$ cat src/rtl/board_pkg.sv
// Shared types for the board row renderer: cell word layout, 24-bit pixel colour,
// the 4-to-8 bit colour expansion and the row-fetch FSM states.
package board_pkg;

  typedef struct packed {
    logic [3:0] b;
    logic [3:0] g;
    logic [3:0] r;
  } rgb444_t;

  typedef struct packed {
    logic       occupied;
    logic [2:0] rsvd;
    rgb444_t    rgb;
  } cell_t;

  typedef struct packed {
    logic [7:0] r;
    logic [7:0] g;
    logic [7:0] b;
  } rgb24_t;

  typedef enum logic [1:0] {IDLE, REQ, READY} state_t;

  function automatic rgb24_t expand444(input rgb444_t c);
    rgb24_t o;
    o.r = {c.r, c.r};
    o.g = {c.g, c.g};
    o.b = {c.b, c.b};
    return o;
  endfunction

endpackage

$ cat src/rtl/row_buffer_pingpong.sv
// Ping-pong pair of cell-row banks: the fetch side writes the back bank while the
// pixel side reads the front bank; swap exchanges their roles.
module row_buffer_pingpong import board_pkg::*; #(
  parameter int DEPTH = 10,
  parameter int AW    = $clog2(DEPTH)
) (
  input  logic          clk,
  input  logic          rst,
  input  logic          wr_en,
  input  logic [AW-1:0] wr_addr,
  input  cell_t         wr_data,
  input  logic          swap,
  input  logic [AW-1:0] rd_addr,
  output cell_t         rd_data
);

  cell_t bank0 [DEPTH];
  cell_t bank1 [DEPTH];
  logic  front_sel;

  // front_sel==0 means bank0 is on screen and bank1 is being filled
  always_ff @(posedge clk or posedge rst) begin
    if (rst) begin
      front_sel <= 1'b0;
      for (int i = 0; i < DEPTH; i++) begin
        bank0[i] <= '0;
        bank1[i] <= '0;
      end
    end else begin
      if (wr_en && front_sel)  bank0[wr_addr] <= wr_data;
      if (wr_en && !front_sel) bank1[wr_addr] <= wr_data;
      if (swap) front_sel <= ~front_sel;
    end
  end

  assign rd_data = front_sel ? bank1[rd_addr] : bank0[rd_addr];

endmodule

$ cat src/rtl/board_row_renderer.sv
// Board row renderer: maps VGA DrawX/DrawY onto the Tetris board and prefetches the
// next block row from board RAM into a ping-pong buffer while the current row is shown.
module board_row_renderer import board_pkg::*; #(
  parameter int          BOARD_W   = 10,
  parameter int          BOARD_H   = 20,
  parameter int          SQ        = 24,
  parameter int          BOARD_X0  = 200,
  parameter int          H_ACTIVE  = 640,
  parameter int          V_ACTIVE  = 480,
  parameter int          V_TOTAL   = 525,
  parameter logic [23:0] SIDE_RGB  = 24'h00007C,
  parameter logic [23:0] EMPTY_RGB = 24'h000000,
  parameter bit          GRID_EN   = 1'b1,
  parameter logic [23:0] GRID_RGB  = 24'h202020
) (
  input  logic        Clk,
  input  logic        Reset,
  input  logic [9:0]  DrawX,
  input  logic [9:0]  DrawY,
  output logic        cell_req,
  output logic [7:0]  cell_row,
  output logic [7:0]  cell_col,
  input  logic        cell_valid,
  input  logic [15:0] cell_data,
  output logic [7:0]  Red,
  output logic [7:0]  Green,
  output logic [7:0]  Blue,
  output logic        fetch_late,
  output logic [15:0] late_count
);

  localparam int            SW       = $clog2(SQ);
  localparam int            AW       = $clog2(BOARD_W);
  localparam logic [9:0]    X_LO     = 10'(BOARD_X0);
  localparam logic [9:0]    X_HI     = 10'(BOARD_X0 + BOARD_W * SQ);
  localparam logic [9:0]    Y_HI     = 10'(BOARD_H * SQ);
  localparam logic [SW-1:0] SUB_LAST = SW'(SQ - 1);

  logic [9:0]    x_q, y_q;
  logic [SW-1:0] sub_x_q, sub_y_q, sub_x, sub_y;
  logic [7:0]    col_q, blk_row_q, col, blk_row;
  logic          y_changed, boundary;
  logic          fired_q, trig_frame, trig_row, trigger;
  state_t        state_q, state_d;
  logic [7:0]    target_q, target_d;
  logic [AW-1:0] k_q, k_d, rd_addr;
  logic          wr_en, swap, late;
  logic          in_board;
  cell_t         front;
  rgb24_t        pix;
  logic          rsvd_unused;

  // Position is tracked incrementally from coordinate changes so no divider is needed.
  always_comb begin
    y_changed = (DrawY != y_q);
    sub_y     = sub_y_q;
    blk_row   = blk_row_q;
    if (DrawY == '0) begin
      sub_y   = '0;
      blk_row = '0;
    end else if (y_changed) begin
      if (sub_y_q == SUB_LAST) begin
        sub_y   = '0;
        blk_row = blk_row_q + 8'd1;
      end else begin
        sub_y = sub_y_q + SW'(1);
      end
    end
    sub_x = sub_x_q;
    col   = col_q;
    if (DrawX == X_LO) begin
      sub_x = '0;
      col   = '0;
    end else if (DrawX != x_q) begin
      if (sub_x_q == SUB_LAST) begin
        sub_x = '0;
        col   = col_q + 8'd1;
      end else begin
        sub_x = sub_x_q + SW'(1);
      end
    end
  end

  assign boundary   = y_changed && ((DrawY == '0) || (sub_y_q == SUB_LAST));
  assign trig_frame = (DrawX == 10'(H_ACTIVE)) && (DrawY == 10'(V_TOTAL - 1));
  assign trig_row   = (DrawX == 10'(H_ACTIVE)) && (sub_y == SUB_LAST) &&
                      (blk_row < 8'(BOARD_H - 1));
  // fired_q only suppresses repeats within the line on which it was set
  assign trigger    = (trig_frame || trig_row) && !(fired_q && !y_changed);

  always_comb begin
    state_d  = state_q;
    target_d = target_q;
    k_d      = k_q;
    wr_en    = 1'b0;
    swap     = 1'b0;
    late     = 1'b0;
    case (state_q)
      IDLE: begin
        if (trigger) begin
          target_d = trig_frame ? 8'd0 : blk_row + 8'd1;
          k_d      = '0;
          state_d  = REQ;
        end
      end
      REQ: begin
        if (cell_valid) begin
          wr_en = 1'b1;
          if (k_q == AW'(BOARD_W - 1)) state_d = READY;
          else                         k_d     = k_q + AW'(1);
        end
        late = boundary;
      end
      READY: begin
        if (boundary) begin
          swap    = 1'b1;
          state_d = IDLE;
        end
      end
      default: state_d = IDLE;
    endcase
  end

  always_ff @(posedge Clk or posedge Reset) begin
    if (Reset) begin
      state_q  <= IDLE;
      target_q <= '0;
      k_q      <= '0;
    end else begin
      state_q  <= state_d;
      target_q <= target_d;
      k_q      <= k_d;
    end
  end

  assign cell_req = (state_q == REQ);
  assign cell_row = target_q;
  assign cell_col = 8'(k_q);
  assign rd_addr  = (col < 8'(BOARD_W)) ? col[AW-1:0] : '0;

  row_buffer_pingpong #(.DEPTH(BOARD_W), .AW(AW)) u_rows (
    .clk     (Clk),
    .rst     (Reset),
    .wr_en   (wr_en),
    .wr_addr (k_q),
    .wr_data (cell_t'(cell_data)),
    .swap    (swap),
    .rd_addr (rd_addr),
    .rd_data (front)
  );

  assign rsvd_unused = ^front.rsvd;
  assign in_board    = (DrawX >= X_LO) && (DrawX < X_HI) &&
                       (DrawY < Y_HI) && (DrawY < 10'(V_ACTIVE));

  always_comb begin
    pix = rgb24_t'(SIDE_RGB);
    if (in_board) begin
      if (GRID_EN && (sub_x == '0 || sub_y == '0)) pix = rgb24_t'(GRID_RGB);
      else if (!front.occupied)                    pix = rgb24_t'(EMPTY_RGB);
      else                                         pix = expand444(front.rgb);
    end
  end

  always_ff @(posedge Clk or posedge Reset) begin
    if (Reset) begin
      x_q        <= '0;
      y_q        <= '0;
      sub_x_q    <= '0;
      sub_y_q    <= '0;
      col_q      <= '0;
      blk_row_q  <= '0;
      fired_q    <= 1'b0;
      Red        <= '0;
      Green      <= '0;
      Blue       <= '0;
      fetch_late <= 1'b0;
      late_count <= '0;
    end else begin
      x_q        <= DrawX;
      y_q        <= DrawY;
      sub_x_q    <= sub_x;
      sub_y_q    <= sub_y;
      col_q      <= col;
      blk_row_q  <= blk_row;
      fired_q    <= (fired_q && !y_changed) || trig_frame || trig_row;
      Red        <= pix.r;
      Green      <= pix.g;
      Blue       <= pix.b;
      fetch_late <= late;
      if (late && late_count != 16'hFFFF) late_count <= late_count + 16'd1;
    end
  end

endmodule
$ cat config.mk
export PLATFORM = sky130hd
export DESIGN_NAME = board_row_renderer
export DESIGN_NICKNAME = d
export VERILOG_FILES = /design/src/rtl/board_pkg.sv /design/src/rtl/row_buffer_pingpong.sv /design/src/rtl/board_row_renderer.sv
export SDC_FILE = /design/constraint.sdc
export NUM_CORES = 1
export LEC_CHECK = 0
export CORE_ASPECT_RATIO = 0.9
export CORE_MARGIN = 1.5
export CORE_UTILIZATION = 40
export CTS_CLUSTER_SIZE = 40
export DETAILED_ROUTE_END_ITERATION = 10
export GPL_TIMING_DRIVEN = 0
export PLACE_DENSITY_LB_ADDON = 0.08
export SETUP_SLACK_MARGIN = 0.1
export SLEW_MARGIN = 20
export SYNTH_ARGS = -nofsm -noshare
export SYNTH_HDL_FRONTEND = slang
export SYNTH_SLANG_ARGS = --single-unit
$ cat constraint.sdc
create_clock -name Clk -period 17.4 [get_ports Clk]
set_input_delay 3.48 -clock Clk [delete_from_list [all_inputs] [get_ports Clk]]
set_output_delay 3.48 -clock Clk [all_outputs]
set_load 0.05 [all_outputs]
==> key figures <==
Status
  • Status: finished, final reports clean

Timing
  • Clock Skew: roughly 0.016 ns
  • Setup violations, final: 0
  • RSZ-0062 raised after global routing: no
  • Slew headroom: 0.2247
  • Minimum clock period: approximately 8.3 ns
  • Slew Limit Fails: 0
  • Count of final hold-check violations: 0
  • Least-Margin Pin Slew: 1.163 ns
  • Final period utilization: 0.4742
  • Max Fclk: 121.2 MHz

Route
  • Drt first pass iters: 6
  • Via Count: 11900
  • Antenna viol nets, final: 0
  • Total wire length: 51610 µm
  • Iter 0 DRT Violations: 912
  • Drc violations: 0
  • WL per Instance: 24.55 µm
  • Via density per instance: 5.663

GRT
  • Vias in the first global route: 11950
  • GR Overflow Total: 0
  • Largest net degree at the start of global routing: 101
  • First-pass GRT wire length: roughly 77000 µm
  • GRT Util Overall: 0.2418
  • Initial antenna violation count: 0

Clock network
  • Number of buffers created by CTS: 41
  • Clock sinks: 356
  • CTS hold repair buffers: 0
  • Clock root cell: clkbuf_16
  • H-tree depth: 2
  • Maximum clock path buffer count: 3
  • Clk slew on worst S/H paths: 0.06 ns
  • Clock Latency Late Sink: 0.54 ns
  • CTS tree: done
  • # resized after CTS: 0
  • Post-CTS Setup Inserts: 0

Place
  • Detailed Place HPWL: 34430 µm
  • Placed instance area: 18470 µm²
  • Port-buffer cells: 76
  • Placed cell count: 2033
  • GP Congestion: between 0.8 and 0.9

Die
  • DIE AREA: 43480 µm²
  • Die Y: 198.0 µm
  • Core area: 41750 µm²
  • Cell Rows: 71
  • Initial core utilization: 0.4046
  • Die X: 219.6 µm
  • I/O pin count: 97

Logic synthesis
  • Synth area leaders: dfrtp_1 53%, mux2_2 18%, nand2_1 2.9%
  • YS warnings: 0
  • Post-synthesis compound-gate area fraction: 0.08139
  • Post-synth EDFFs: 0
  • Yosys top cell by area: dfrtp_1
  • Post-Synth XOR/XNOR Area: 0.03059
  • Synth Instances: ~1400
  • Main flop type after synthesis: dfrtp_1
  • Sequential share of the synthesized area: 0.5273
  • Synth Area in Adders: 0.007406
  • Post-synthesis simple-gate area fraction: 0.1006
  • Syn Std Cell Area: about 17000 µm²
  • Share of the synthesized area in the top cell type: 0.5273
  • Ys async rst share: 1.000
  • Mux contribution to synthesized area: 0.2180
  • Largest family of logic cells by synthesized area: multiplexers
  • Netlist cell types: 86
  • Synthesized area per cell: 12.04 µm²
  • Synthesis-stage register bit count: 356

Job
  • Maxcap violations: 0

Min path
  • WHS Path Cells: 2
  • Worst Hold Class: flip-flop to flip-flop

Finish
  • Final #Nets: 1578
  • Layout area overhead: 17.18%
  • Share of cells above drive strength 1: 0.2548
  • Util after Layout: 0.4742
  • Final cell count without fillers: 2102
  • Commonest non-fill, non-tap cells in the layout: 356 x dfrtp_1, 264 x mux2_2, 132 x nand2_1, 76 x clkdlybuf4s50_1, 67 x clkbuf_1
  • Most common cell after layout, fill and taps aside: dfrtp_1
  • Final Cell Area: 19800 µm²

Setup path
  • Crit path cell chain: clkdlybuf4s50_1 -> xor2_1 -> nor4_1 -> a31oi_1 -> nor3_1 -> o2111ai_1 -> nor2_1 -> clkbuf_1 -> o41ai_1 -> a2111oi_1 -> nor3_1
  • Worst r2r path cells: 10
  • CP Class: primary input to flip-flop
  • Critical Path AT: 8.64 ns
  • CP dominant cell by count: nor3_1
  • Critical Path Start Type: primary input
  • Slowest stage cell, crit path: a2111oi_1
  • Setup crit end kind: flip-flop
  • CP Max Fanout: 10
  • WP data required: 17.79 ns
  • CP max stage delay: 0.83 ns

Power
  • Lkg Pwr: 9.138 nW
  • PwrDens: a little over 100 nW/µm²
  • Worst VDD drop: 67.20 µV
## cell families (layout without fill, tap and decap cells)
group,Yosys count,after routing
flip-flops,356,356
AND/OR/NAND/NOR,341,341
multiplexers,312,312
AO/OA/AOI/OAI,195,195
buffers and inverters,129,277
XOR/XNOR,59,59
adder cells (fa/ha/maj),10,10
other,1,5
## worst paths after layout
path,slack [ns],endpoint,from
max,9.15,Green[5]$_DFF_PP0_,DrawX[8]
min,0.46,fired_q$_DFF_PP0_,fired_q$_DFF_PP0_
max reg2reg,12.29,Green[5]$_DFF_PP0_,x_q[8]$_DFF_PP0_
min reg2reg,0.46,fired_q$_DFF_PP0_,fired_q$_DFF_PP0_
max in group asynchronous,12.59,u_rows.bank1[74]$_DFFE_PP0P_,Reset
min in group asynchronous,3.41,u_rows.bank0[18]$_DFFE_PP0P_,Reset
## power breakdown
group / internal [mW] / leakage [nW] / switching [mW]
logic: 0.0873 / 3.64 / 0.225
registers: 0.853 / 4.85 / 0.0226
clock network: 0.516 / 0.654 / 0.341
total: 1.46 / 9.14 / 0.588
## per-layer routing
layer / vias to the layer above / GRT usage / wire length (µm)
met5: - / 0 / 0
met4: 0 / 0.06727 / 1333
met3: 79 / 0.04332 / 2757
met2: 306 / 0.3689 / 23070
met1: 6177 / 0.3523 / 24440
li1: 5341 / - / -
## state kept, by name, summed over array words and instances, names as in the netlist
| signal | flops |
|---|---|
| late_count | 16 |
| state_q | 2 |
| blk_row_q | 8 |
| Red | 5 |
| sub_x_q | 5 |
| Blue | 7 |
| x_q | 10 |
| y_q | 10 |
| u_rows.front_sel | 1 |
| fired_q | 1 |
| u_rows.bank0 | 130 |
| sub_y_q | 5 |
| col_q | 8 |
| Green | 5 |
| u_rows.bank1 | 130 |
| cell_row | 8 |
| fetch_late | 1 |
| k_q | 4 |
## cells in the mapped netlist (all sizes together) (7+ instances only)
master	count
nand4	9
nor4	18
ha	10
o31ai	21
a21oi	44
and3	11
buf	48
nand3	29
inv	21
mux2i	33
nor2	56
o221ai	7
mux2	264
mux4	15
dfrtp	356
a211oi	9
clkbuf	59
or4	8
nand2	133
nor3	31
xor2	22
xnor2	37
and2	10
a31oi	28
o21ai	19
## cell type report
| class | instances | area (µm²) |
|---|---|---|
| Antenna cell | 1 | 2.502 |
| Buffer | 107 | 508.0 |
| Clock buffer | 61 | 1234 |
| Clock inverter | 7 | 92.59 |
| Fill cell | 3869 | 21950 |
| Inverter | 22 | 90.09 |
| Multi-Input combinational cell | 921 | 7427 |
| Sequential cell | 356 | 8909 |
| Tap cell | 547 | 684.4 |
| Timing Repair Buffer | 80 | 850.8 |
## stage by stage
| step | setup WS [ns] | hold slack [ns] | setup TNS [ns] | total power [mW] |
|---|---|---|---|---|
| after floorplan | 4.043 | 0.4325 | 0 | 1.077 |
| after global placement | -0.9419 | 0.4491 | -318.36 | 1.194 |
| after detailed placement | 8.648 | 0.4534 | 0 | 1.200 |
| after CTS | 9.203 | 0.4664 | 0 | 2.062 |
| after global routing | 8.951 | 0.4990 | 0 | 2.127 |
| final | 9.149 | 0.4587 | 0 | 2.045 |
## critical path: cells and delay by family
| kind | cells | cell delay [ns] |
|---|---|---|
| AO/OA/AOI/OAI | 4 | 1.70 |
| XOR/XNOR | 1 | 0.22 |
| buffers and inverters | 2 | 1.11 |
| AND/OR/NAND/NOR | 4 | 2.11 |
Note: power is estimated with default switching activity, not from simulation.
